**src/rtl/toaplan2_dwnld_pkg.sv**
```systemverilog
// rtl/toaplan2_dwnld_pkg.sv - shared constants, mask encodings and FIFO entry type for the download router
package toaplan2_dwnld_pkg;
    localparam int MAX_REGIONS = 8;
    localparam int ADDR_W      = 26;
    localparam int LEN_W       = 25;

    // PROG_MASK bit set = byte lane not written
    localparam logic [1:0] MASK_WORD = 2'b00;
    localparam logic [1:0] MASK_LO   = 2'b10;
    localparam logic [1:0] MASK_HI   = 2'b01;

    // addr is sized for the widest SDRAM; the top trims it to SDRAMW
    typedef struct packed {
        logic [ADDR_W-1:0] addr;
        logic [15:0]       data;
        logic [1:0]        mask;
        logic [1:0]        ba;
    } fifo_entry_t;
endpackage

```
**src/rtl/toaplan2_dwnld_router_if.sv**
```systemverilog
// rtl/toaplan2_dwnld_router_if.sv - ioctl byte stream and SDRAM programming port of the download router
interface toaplan2_dwnld_router_if
    import toaplan2_dwnld_pkg::*;
#(
    parameter int SDRAMW = 22
);
    logic [ADDR_W-1:0] IOCTL_ADDR;   // byte address of the stream
    logic [7:0]        IOCTL_DOUT;   // byte data
    logic              IOCTL_WR;     // byte strobe
    logic              IOCTL_RAM;    // strobes ignored while high
    logic              IOCTL_WAIT;   // loader back-pressure
    logic [SDRAMW-1:0] PROG_ADDR;    // word address
    logic [15:0]       PROG_DATA;    // word data
    logic [1:0]        PROG_MASK;    // 1 = lane not written
    logic [1:0]        PROG_BA;      // bank
    logic              PROG_WE;      // write request
    logic              PROG_RDY;     // SDRAM took the current word

    // master = loader/SDRAM side, slave = router
    modport master (
        output IOCTL_ADDR, IOCTL_DOUT, IOCTL_WR, IOCTL_RAM, PROG_RDY,
        input  IOCTL_WAIT, PROG_ADDR, PROG_DATA, PROG_MASK, PROG_BA, PROG_WE
    );
    modport slave (
        input  IOCTL_ADDR, IOCTL_DOUT, IOCTL_WR, IOCTL_RAM, PROG_RDY,
        output IOCTL_WAIT, PROG_ADDR, PROG_DATA, PROG_MASK, PROG_BA, PROG_WE
    );
endinterface

```
**src/rtl/toaplan2_dwnld_fifo.sv**
```systemverilog
// rtl/toaplan2_dwnld_fifo.sv - 2-write/1-read first-word fall-through word FIFO with count and drop pulse
module toaplan2_dwnld_fifo
    import toaplan2_dwnld_pkg::*;
#(
    parameter int DEPTH = 8
) (
    input  logic                   CLK,
    input  logic                   RESET,     // synchronous, active-high
    input  logic [1:0]             push_n,    // entries offered this cycle (0..2)
    input  fifo_entry_t            push_d0,   // written first
    input  fifo_entry_t            push_d1,   // written second
    input  logic                   pop_req,   // pop head if not empty
    output fifo_entry_t            head,
    output logic                   empty,
    output logic [$clog2(DEPTH):0] count,
    output logic                   drop       // offered entries did not fit
);
    localparam int PW = $clog2(DEPTH);
    localparam logic [PW:0] DEPTH_C = (PW+1)'(DEPTH);

    fifo_entry_t   mem [DEPTH];
    logic [PW-1:0] wr_ptr;
    logic [PW-1:0] rd_ptr;
    logic          pop;
    logic [PW:0]   free;
    logic          fits;

    assign empty = (count == '0);
    assign pop   = pop_req && !empty;
    // the pop is credited before the push is judged
    assign free  = DEPTH_C - count + (PW+1)'(pop);
    assign fits  = (PW+1)'(push_n) <= free;
    assign drop  = (push_n != 2'd0) && !fits;
    assign head  = mem[rd_ptr];

    always_ff @(posedge CLK) begin
        if (fits && push_n != 2'd0)
            mem[wr_ptr] <= push_d0;
        if (fits && push_n == 2'd2)
            mem[wr_ptr + 1'b1] <= push_d1;
    end

    always_ff @(posedge CLK) begin
        if (RESET) begin
            wr_ptr <= '0;
            rd_ptr <= '0;
            count  <= '0;
        end else begin
            if (fits)
                wr_ptr <= wr_ptr + PW'(push_n);
            if (pop)
                rd_ptr <= rd_ptr + 1'b1;
            count <= count + (PW+1)'(fits ? push_n : 2'd0) - (PW+1)'(pop);
        end
    end
endmodule

```
**src/rtl/toaplan2_dwnld_router.sv**
```systemverilog
// rtl/toaplan2_dwnld_router.sv - ROM-download router: region decode, byte packing, FIFO, optional DWNLD_CSUM_EN checksums
module toaplan2_dwnld_router
    import toaplan2_dwnld_pkg::*;
#(
    parameter int                        REGIONS     = 4,
    parameter int                        SDRAMW      = 22,
    parameter int                        HDR_BYTES   = 1,
    parameter int                        FIFO_DEPTH  = 8,
    parameter logic [REGIONS*2-1:0]      REGION_BA   = '0,
    parameter logic [REGIONS*SDRAMW-1:0] REGION_OFFS = '0
) (
    input  logic                     CLK,
    input  logic                     RESET,        // synchronous, active-high
    input  logic                     DOWNLOADING,  // download window
    input  logic [REGIONS*LEN_W-1:0] REGION_LEN,   // byte length per region
    toaplan2_dwnld_router_if.slave   bus,          // ioctl stream in, PROG port out
    output logic                     DWNLD_BUSY,   // download or drain in progress
    output logic                     OVF,          // sticky overflow
    output logic [7:0]               GAME,         // header byte 0
    output logic [REGIONS*16-1:0]    CSUM          // per-region byte sums
);
    localparam int BASE_W = ADDR_W + 3;  // sum of eight 25-bit lengths never wraps
    localparam int CW     = $clog2(FIFO_DEPTH) + 1;

    logic [BASE_W-1:0] base_nxt [REGIONS+1];
    logic [BASE_W-1:0] base_r   [REGIONS+1];

    always_comb begin
        logic [BASE_W-1:0] acc;
        acc         = BASE_W'(HDR_BYTES);
        base_nxt[0] = acc;
        for (int i = 0; i < REGIONS; i++) begin
            acc           = acc + BASE_W'(REGION_LEN[i*LEN_W +: LEN_W]);
            base_nxt[i+1] = acc;
        end
    end

    always_ff @(posedge CLK)
        base_r <= base_nxt;

    logic [BASE_W-1:0] addr_ext;
    logic              accepted, is_hdr, hit, lane;
    logic [2:0]        reg_sel;
    logic [LEN_W-1:0]  local_off;
    logic [SDRAMW-1:0] word_sel;
    logic [1:0]        ba_sel;

    assign addr_ext = BASE_W'(bus.IOCTL_ADDR);
    assign accepted = bus.IOCTL_WR && !bus.IOCTL_RAM;
    assign is_hdr   = addr_ext < BASE_W'(HDR_BYTES);
    assign lane     = local_off[0];

    // scanned high to low so the lowest matching region wins
    always_comb begin
        hit       = 1'b0;
        reg_sel   = '0;
        local_off = '0;
        word_sel  = '0;
        ba_sel    = '0;
        for (int i = REGIONS-1; i >= 0; i--) begin
            if (addr_ext >= base_r[i] && addr_ext < base_r[i+1]) begin
                hit       = 1'b1;
                reg_sel   = 3'(i);
                local_off = LEN_W'(addr_ext - base_r[i]);
                word_sel  = REGION_OFFS[i*SDRAMW +: SDRAMW] + SDRAMW'(local_off[LEN_W-1:1]);
                ba_sel    = REGION_BA[i*2 +: 2];
            end
        end
    end

    logic              pend_vld;
    logic [SDRAMW-1:0] pend_word;
    logic [1:0]        pend_ba;
    logic [2:0]        pend_reg;
    logic [7:0]        pend_byte;
    logic              dl_q, fall_q;
    logic              data_strobe, odd_push, completes, flush;

    assign data_strobe = accepted && hit;
    assign odd_push    = data_strobe && lane;
    assign completes   = odd_push && pend_vld && pend_word == word_sel
                         && pend_ba == ba_sel && pend_reg == reg_sel;
    // any strobe that does not finish the pending word evicts it
    assign flush       = pend_vld && ((accepted && !completes) || fall_q);

    fifo_entry_t flush_e, data_e, push_d0, push_d1;
    logic [1:0]  push_n;

    always_comb begin
        flush_e.addr = ADDR_W'(pend_word);
        flush_e.data = {pend_byte, pend_byte};
        flush_e.mask = MASK_LO;
        flush_e.ba   = pend_ba;
        data_e.addr  = ADDR_W'(word_sel);
        data_e.data  = completes ? {bus.IOCTL_DOUT, pend_byte} : {bus.IOCTL_DOUT, bus.IOCTL_DOUT};
        data_e.mask  = completes ? MASK_WORD : MASK_HI;
        data_e.ba    = ba_sel;
        push_n       = {1'b0, flush} + {1'b0, odd_push};
        push_d0      = flush ? flush_e : data_e;
        push_d1      = data_e;
    end

    always_ff @(posedge CLK) begin
        if (RESET) begin
            pend_vld  <= 1'b0;
            pend_word <= '0;
            pend_ba   <= '0;
            pend_reg  <= '0;
            pend_byte <= '0;
            dl_q      <= 1'b0;
            fall_q    <= 1'b0;
            GAME      <= '0;
        end else begin
            dl_q   <= DOWNLOADING;
            fall_q <= dl_q && !DOWNLOADING;
            if (data_strobe && !lane) begin
                pend_vld  <= 1'b1;
                pend_word <= word_sel;
                pend_ba   <= ba_sel;
                pend_reg  <= reg_sel;
                pend_byte <= bus.IOCTL_DOUT;
            end else if (completes || flush) begin
                pend_vld <= 1'b0;
            end
            if (accepted && is_hdr && bus.IOCTL_ADDR == '0)
                GAME <= bus.IOCTL_DOUT;
        end
    end

    fifo_entry_t   head;
    logic          fifo_empty, fifo_drop;
    logic [CW-1:0] fifo_count;

    toaplan2_dwnld_fifo #(.DEPTH(FIFO_DEPTH)) u_fifo (
        .CLK     (CLK),
        .RESET   (RESET),
        .push_n  (push_n),
        .push_d0 (push_d0),
        .push_d1 (push_d1),
        .pop_req (bus.PROG_RDY),
        .head    (head),
        .empty   (fifo_empty),
        .count   (fifo_count),
        .drop    (fifo_drop)
    );

    always_ff @(posedge CLK) begin
        if (RESET)
            OVF <= 1'b0;
        else if (fifo_drop)
            OVF <= 1'b1;
    end

    // stale RAM contents never reach the port while the FIFO is empty
    assign bus.PROG_WE   = !fifo_empty;
    assign bus.PROG_ADDR = fifo_empty ? '0 : head.addr[SDRAMW-1:0];
    assign bus.PROG_DATA = fifo_empty ? '0 : head.data;
    assign bus.PROG_MASK = fifo_empty ? '0 : head.mask;
    assign bus.PROG_BA   = fifo_empty ? '0 : head.ba;

    logic unused_addr_hi;
    assign unused_addr_hi = |head.addr;

    // a pending byte may still turn into two pushes, so it reserves one more slot
    assign bus.IOCTL_WAIT = (fifo_count >= CW'(FIFO_DEPTH-2))
                            || (pend_vld && fifo_count >= CW'(FIFO_DEPTH-3));
    assign DWNLD_BUSY     = RESET ? DOWNLOADING : (DOWNLOADING || !fifo_empty || pend_vld);

`ifdef DWNLD_CSUM_EN
    logic [15:0] csum_r [REGIONS];

    always_ff @(posedge CLK) begin
        for (int i = 0; i < REGIONS; i++) begin
            if (RESET || (DOWNLOADING && !dl_q))
                csum_r[i] <= '0;
            else if (data_strobe && reg_sel == 3'(i))
                csum_r[i] <= csum_r[i] + 16'(bus.IOCTL_DOUT);
        end
    end

    always_comb begin
        CSUM = '0;
        for (int i = 0; i < REGIONS; i++)
            CSUM[i*16 +: 16] = csum_r[i];
    end
`else
    assign CSUM = '0;
`endif
endmodule
```
**src/flat_wrapper.sv**
```systemverilog
// flat-port wrapper written by rule: the top's interface ports become plain ports
module toaplan2_dwnld_router_flat import toaplan2_dwnld_pkg::*;
#(
    parameter int                        REGIONS     = 4,
    parameter int                        SDRAMW      = 22,
    parameter int                        HDR_BYTES   = 1,
    parameter int                        FIFO_DEPTH  = 8,
    parameter logic [REGIONS*2-1:0]      REGION_BA   = '0,
    parameter logic [REGIONS*SDRAMW-1:0] REGION_OFFS = '0
)
  (CLK, RESET, DOWNLOADING, REGION_LEN, DWNLD_BUSY, OVF, GAME, CSUM, bus_IOCTL_ADDR, bus_IOCTL_DOUT, bus_IOCTL_WR, bus_IOCTL_RAM, bus_PROG_RDY, bus_IOCTL_WAIT, bus_PROG_ADDR, bus_PROG_DATA, bus_PROG_MASK, bus_PROG_BA, bus_PROG_WE);
  toaplan2_dwnld_router_if #(.SDRAMW(SDRAMW)) bus_i ();
  input  logic CLK;
  input  logic RESET;
  input  logic DOWNLOADING;
  input  logic [REGIONS*LEN_W-1:0] REGION_LEN;
  output logic DWNLD_BUSY;
  output logic OVF;
  output logic [7:0] GAME;
  output logic [REGIONS*16-1:0] CSUM;
  input wire logic [$bits(bus_i.IOCTL_ADDR)-1:0] bus_IOCTL_ADDR;
  input wire logic [$bits(bus_i.IOCTL_DOUT)-1:0] bus_IOCTL_DOUT;
  input wire logic [$bits(bus_i.IOCTL_WR)-1:0] bus_IOCTL_WR;
  input wire logic [$bits(bus_i.IOCTL_RAM)-1:0] bus_IOCTL_RAM;
  input wire logic [$bits(bus_i.PROG_RDY)-1:0] bus_PROG_RDY;
  output wire logic [$bits(bus_i.IOCTL_WAIT)-1:0] bus_IOCTL_WAIT;
  output wire logic [$bits(bus_i.PROG_ADDR)-1:0] bus_PROG_ADDR;
  output wire logic [$bits(bus_i.PROG_DATA)-1:0] bus_PROG_DATA;
  output wire logic [$bits(bus_i.PROG_MASK)-1:0] bus_PROG_MASK;
  output wire logic [$bits(bus_i.PROG_BA)-1:0] bus_PROG_BA;
  output wire logic [$bits(bus_i.PROG_WE)-1:0] bus_PROG_WE;
  assign bus_i.IOCTL_ADDR = bus_IOCTL_ADDR;
  assign bus_i.IOCTL_DOUT = bus_IOCTL_DOUT;
  assign bus_i.IOCTL_WR = bus_IOCTL_WR;
  assign bus_i.IOCTL_RAM = bus_IOCTL_RAM;
  assign bus_i.PROG_RDY = bus_PROG_RDY;
  assign bus_IOCTL_WAIT = bus_i.IOCTL_WAIT;
  assign bus_PROG_ADDR = bus_i.PROG_ADDR;
  assign bus_PROG_DATA = bus_i.PROG_DATA;
  assign bus_PROG_MASK = bus_i.PROG_MASK;
  assign bus_PROG_BA = bus_i.PROG_BA;
  assign bus_PROG_WE = bus_i.PROG_WE;
  toaplan2_dwnld_router #(.REGIONS(REGIONS), .SDRAMW(SDRAMW), .HDR_BYTES(HDR_BYTES), .FIFO_DEPTH(FIFO_DEPTH), .REGION_BA(REGION_BA), .REGION_OFFS(REGION_OFFS)) u_core (.CLK(CLK), .RESET(RESET), .DOWNLOADING(DOWNLOADING), .REGION_LEN(REGION_LEN), .bus(bus_i), .DWNLD_BUSY(DWNLD_BUSY), .OVF(OVF), .GAME(GAME), .CSUM(CSUM));
endmodule
```
**config.mk**
```make
export PLATFORM = sky130hd
export DESIGN_NAME = toaplan2_dwnld_router_flat
export DESIGN_NICKNAME = d
export VERILOG_FILES = /design/src/rtl/toaplan2_dwnld_pkg.sv /design/src/rtl/toaplan2_dwnld_router_if.sv /design/src/rtl/toaplan2_dwnld_fifo.sv /design/src/rtl/toaplan2_dwnld_router.sv /design/src/flat_wrapper.sv
export SDC_FILE = /design/constraint.sdc
export NUM_CORES = 1
export LEC_CHECK = 0
export ABC_AREA = 1
export CORE_AREA = 3 3 313 315
export DETAILED_ROUTE_END_ITERATION = 8
export DIE_AREA = 0 0 316 318
export PLACE_DENSITY = 0.59
export SYNTH_ARGS = -nofsm -noshare
export SYNTH_HDL_FRONTEND = slang
export SYNTH_HIERARCHICAL = 1
export SYNTH_SLANG_ARGS = --single-unit
export TNS_END_PERCENT = 20
```
**constraint.sdc**
```tcl
create_clock -name CLK -period 9.7 [get_ports CLK]
set_input_delay 1.94 -clock CLK [delete_from_list [all_inputs] [get_ports CLK]]
set_output_delay 1.94 -clock CLK [all_outputs]
set_load 0.005 [all_outputs]
```
== After elaboration in Yosys (flattened, before gate mapping) ==
Memories as Yosys holds them, arrays and structs flattened. A register that Yosys moved wholly into a read port is not among the register bits.
Index checks and enable logic that the tools add are counted.
Storage, ports and cells
  bits in registers: 166
  RAM bits: 336
  input port bits: 140
  output and inout port bits: 118
  logic and storage cells: 116
  memories: 1
Cells by class
  add/subtract/negate cells: 16
  magnitude comparators: 12
  eq/ne operators: 3
  multiplexer cells: 33
  reduce and logical (&&, ||, !) cells: 36
Memories
  u_core.u_fifo.mem: words 8, width 42, rd ports 1, clocked after memory_dff 1, write ports 2, RTL line toaplan2_dwnld_fifo.sv:21  | fifo_entry_t mem [DEPTH];
Operators by type and width (count)
  2-to-1 mux 22 bit: 5
  subtractor 23 bit: 3
  less-than comparator 26 x 29 -> 1 bit: 2
  2-to-1 mux 42 bit: 1
  adder 29 x 25 -> 29 bit: 1
  greater-or-equal comparator 26 x 29 -> 1 bit: 1
  adder 27 x 25 -> 28 bit: 1
  adder 26 x 25 -> 27 bit: 1
  greater-or-equal comparator 26 x 27 -> 1 bit: 1
  less-than comparator 26 x 27 -> 1 bit: 1
  adder 1 x 25 -> 26 bit (first input constant): 1
  greater-or-equal comparator 26 x 1 -> 1 bit (second input constant): 1
  greater-or-equal comparator 26 bit: 1
  zero test 26 bit: 1
  less-than comparator 26 x 1 -> 1 bit (second input constant): 1
  less-than comparator 26 bit: 1
  subtractor 23 x 1 -> 23 bit (second input constant): 1
  == test 22 bit: 1
  logical AND 1 bit: 21
  2-to-1 mux 1 bit: 16
  2-to-1 mux 16 bit: 1
  2-to-1 mux 2 bit: 7
  greater-or-equal comparator 4 x 3 -> 1 bit (second input constant): 2
  2-to-1 mux 8 bit: 1
  other kinds (15): 27

== Depth between registers and ports, before layout ==
  depth after elaboration: 20
  gate-level depth with buffers: 49
  gate-level depth less buffers: 45

== Hierarchy ==
Netlist, hierarchy kept.
Modules (own cells, without submodules)
  toaplan2_dwnld_fifo: instances 1, cells each 2638, area each 22167.5 µm²
  toaplan2_dwnld_router: instances 1, cells each 2679, area each 16849.9 µm²

== Least setup slack after synthesis ==
Ideal clock, no wire load.
  kind: input to register
  start point: in bus_IOCTL_ADDR[0]
  end point: mem u_core/u_fifo/mem[0][0] (netlist bit), enable pin
  arrival: 9.607 ns
  data required time: 9.187 ns
  setup slack: -0.420 ns
  stages on the path: 42
  buffers on the path: 5
  path through: inv_1 -> ha_1 -> inv_1 -> fa_1 -> nand3_1 -> nand2_2 -> nand3_2 -> nand3_2 -> nand2_2 -> inv_2 -> nor2_4 -> nand2_8 -> inv_8 -> buf_8 -> nand2_1 -> nand2_1 -> nand2_1 -> nand2_1 -> (+6 left out) -> nand2_4 -> nand2_2 -> nand2_4 -> nand2_4 -> buf_8 -> buf_8 -> inv_1 -> ha_1 -> inv_1 -> ha_1 -> inv_1 -> a21oi_1 -> nor2_4 -> nand2_4 -> buf_6 -> buf_6 -> nand2_2 -> o21ai_0
RTL lines
  start, declared: RTL line flat_wrapper.sv:21  | input wire logic [$bits(bus_i.IOCTL_ADDR)-1:0] bus_IOCTL_ADDR;
  end, declared: RTL line toaplan2_dwnld_fifo.sv:21

==> results.ini <==
[synth]
synth_area_um2 = 37300
yosys_warnings = 6
syn_inst = 5121
avgSynthCellArea_um2 = 7.29

[floorplanning]
initial_core_util = 0.392
rows = 113
die_w_um = 316
dieArea_um2 = 100000
dieHeight_um = 318
core-area_um2 = 95200
boundaryPins = 258

[routing]
vias = 34800
drc = 0
totalWireLength_um = 136000
viasPerCell = 5.43
first_iter_violations = 3234
dr.pass1.iters = 8
wl_per_cell_um = 21.2
ant_nets = 0

[power]
ir_drop_mv = 0.234
power_density_nw_per_um2 = 249
leakage_nw = 18.8

[setup_path]
start_kind = input port
timing.rr.start = u_core/base_r[92]$_DFF_P_
crit_fanout = 35
cp_common_cell = nand2_1
required_ns = 9.97
cp-startpoint = bus_IOCTL_ADDR[2]
endpoint = u_core/u_fifo/mem[4][26]$_DFFE_PP_
cpMaxStageDelayCell = clkdlybuf4s50_1
arrival_ns = 8.79
rr_worst_depth = 36
reg2reg_slack_ns = 2.93
critPathMaxStageDelay_ns = 0.72
rr_endpoint = u_core/u_fifo/mem[4][26]$_DFFE_PP_
cp-end-kind = flop
critPathKind = in2reg

[sta]
rsz0062_at_grt = false
period_share = 0.878
fmax_mhz = 117
finalClockSkew_ns = 0.0413
fin_setup_tns_ns = 0
period_needed_ns = 8.52
setup_viol = 0
slew_viol_final = 0
timing_hold_violations_final = 0
max_slew_margin = 0.309
worstMarginPinSlew_ns = 1.03
fin_hold_ws_ns = 0.422

[final_layout]
syn2layout_area_growth_pct = 10.5
largest-register = u_core/u_fifo/mem
layout.area.seq_um2 = 13400
most-common-layout-cells = nand2_1, nor2_1, inv_1, nand4_1, edfxtp_1
fillerInstances = 9726
nets = 5446
drive_above_1_share = 0.0655
layout_commonest_cell = nand2_1
largestRegisters = u_core/u_fifo/mem: 336 flops, u_core/base_r: 110 flops, u_core/pend_word: 22 flops
largest_register_ffs = 336
multi_input_area_um2 = 19900

[min_path]
hold_path.class = reg2reg

[clock_network]
cts.sink_count = 503
numCtsBuffers = 58
hold_buffers = 0
cts_buffer_depth = 3
clock_latency_ns = 0.67
clk_pin_slew_ns = 0.06
postCtsResizedCells = 0
cts_root_buf = clkbuf_16
postCtsSetupBuffers = 0
ctsHtreeMaxLevel = 2
cts_tree = built

[global_route]
overflow = 0
track_usage = 0.260
grt_pass1_vias = 32700
grt_pass1_wl_um = 201000
grt_max_degree = 177
antenna_found_initial = 2

[placement]
gp_congestion = 1.01
place_hpwl_um = 92700
portBuffers = 193

[flow_run]
cap_violations = 0

[status]
status = complete, no violations

[report_power, final]
group	internal, mW	total [mW]	switching (mW)
Sequential	2.62	2.75	0.126
Clock	1.25	2.21	0.954
Combinational	1.66	5.29	3.63
[worst min path at each step]
stage          cells past startpoint                       end                   start  slack [ns]
6_report                           2  u_core/fall_q$_SDFF_PP0_  u_core/dl_q$_SDFF_PP0_        0.42
3_3_place_gp                       2  u_core/fall_q$_SDFF_PP0_  u_core/dl_q$_SDFF_PP0_        0.41
2_1_floorplan                      2  u_core/fall_q$_SDFF_PP0_  u_core/dl_q$_SDFF_PP0_        0.40
4_1_cts                            2  u_core/fall_q$_SDFF_PP0_  u_core/dl_q$_SDFF_PP0_        0.42
5_1_grt                            2  u_core/fall_q$_SDFF_PP0_  u_core/dl_q$_SDFF_PP0_        0.45
3_5_place_dp                       2  u_core/fall_q$_SDFF_PP0_  u_core/dl_q$_SDFF_PP0_        0.41
[critical path, delay by kind of cell]
kind	cells	cell delay (ns)
AO/OA/AOI/OAI	5	1.30
XOR/XNOR	1	0.22
adder cells (fa/ha/maj)	3	1.13
buffers and inverters	6	1.60
AND/OR/NAND/NOR	18	2.54
[layer usage]
| layer | wire, µm | part of all wire | global-route usage | up-vias |
|---|---|---|---|---|
| met2 | 63300 | 0.47 | 0.432 | 1498 |
| met4 | 6100 | 0.045 | 0.104 | 0 |
| met3 | 10000 | 0.074 | 0.0365 | 276 |
| met5 | 0 | 0 | 0 | - |
| li1 | - | - | - | 16800 |
| met1 | 56300 | 0.41 | 0.339 | 16200 |
[stage by stage]
step / setup slack (ns) / cells / instance area, µm² / util / total power [mW]
2_1_floorplan: -0.124 / 5189 / 37600 / - / 6.41
3_3_place_gp: 0.593 / 6304 / 39300 / 0.413 / 7.98
3_5_place_dp: 0.585 / 6304 / 39300 / 0.413 / 8.01
4_1_cts: 1.28 / 6413 / 41200 / 0.433 / 10.2
5_1_grt: 0.533 / 6413 / 41200 / 0.433 / 10.9
6_report: 1.18 / 6415 / 41200 / 0.433 / 10.2
[area by class of cell]
| class | instances | area share |
|---|---|---|
| Antenna cell | 2 | 0.000121 |
| Clock buffer | 84 | 0.0395 |
| Clock inverter | 25 | 0.00656 |
| Inverter | 471 | 0.0432 |
| Multi-Input combinational cell | 3795 | 0.483 |
| Sequential cell | 503 | 0.326 |
| Tap cell | 1265 | 0.0384 |
| Timing Repair Buffer | 270 | 0.0633 |
No activity file was read; power rests on OpenSTA's default activity.
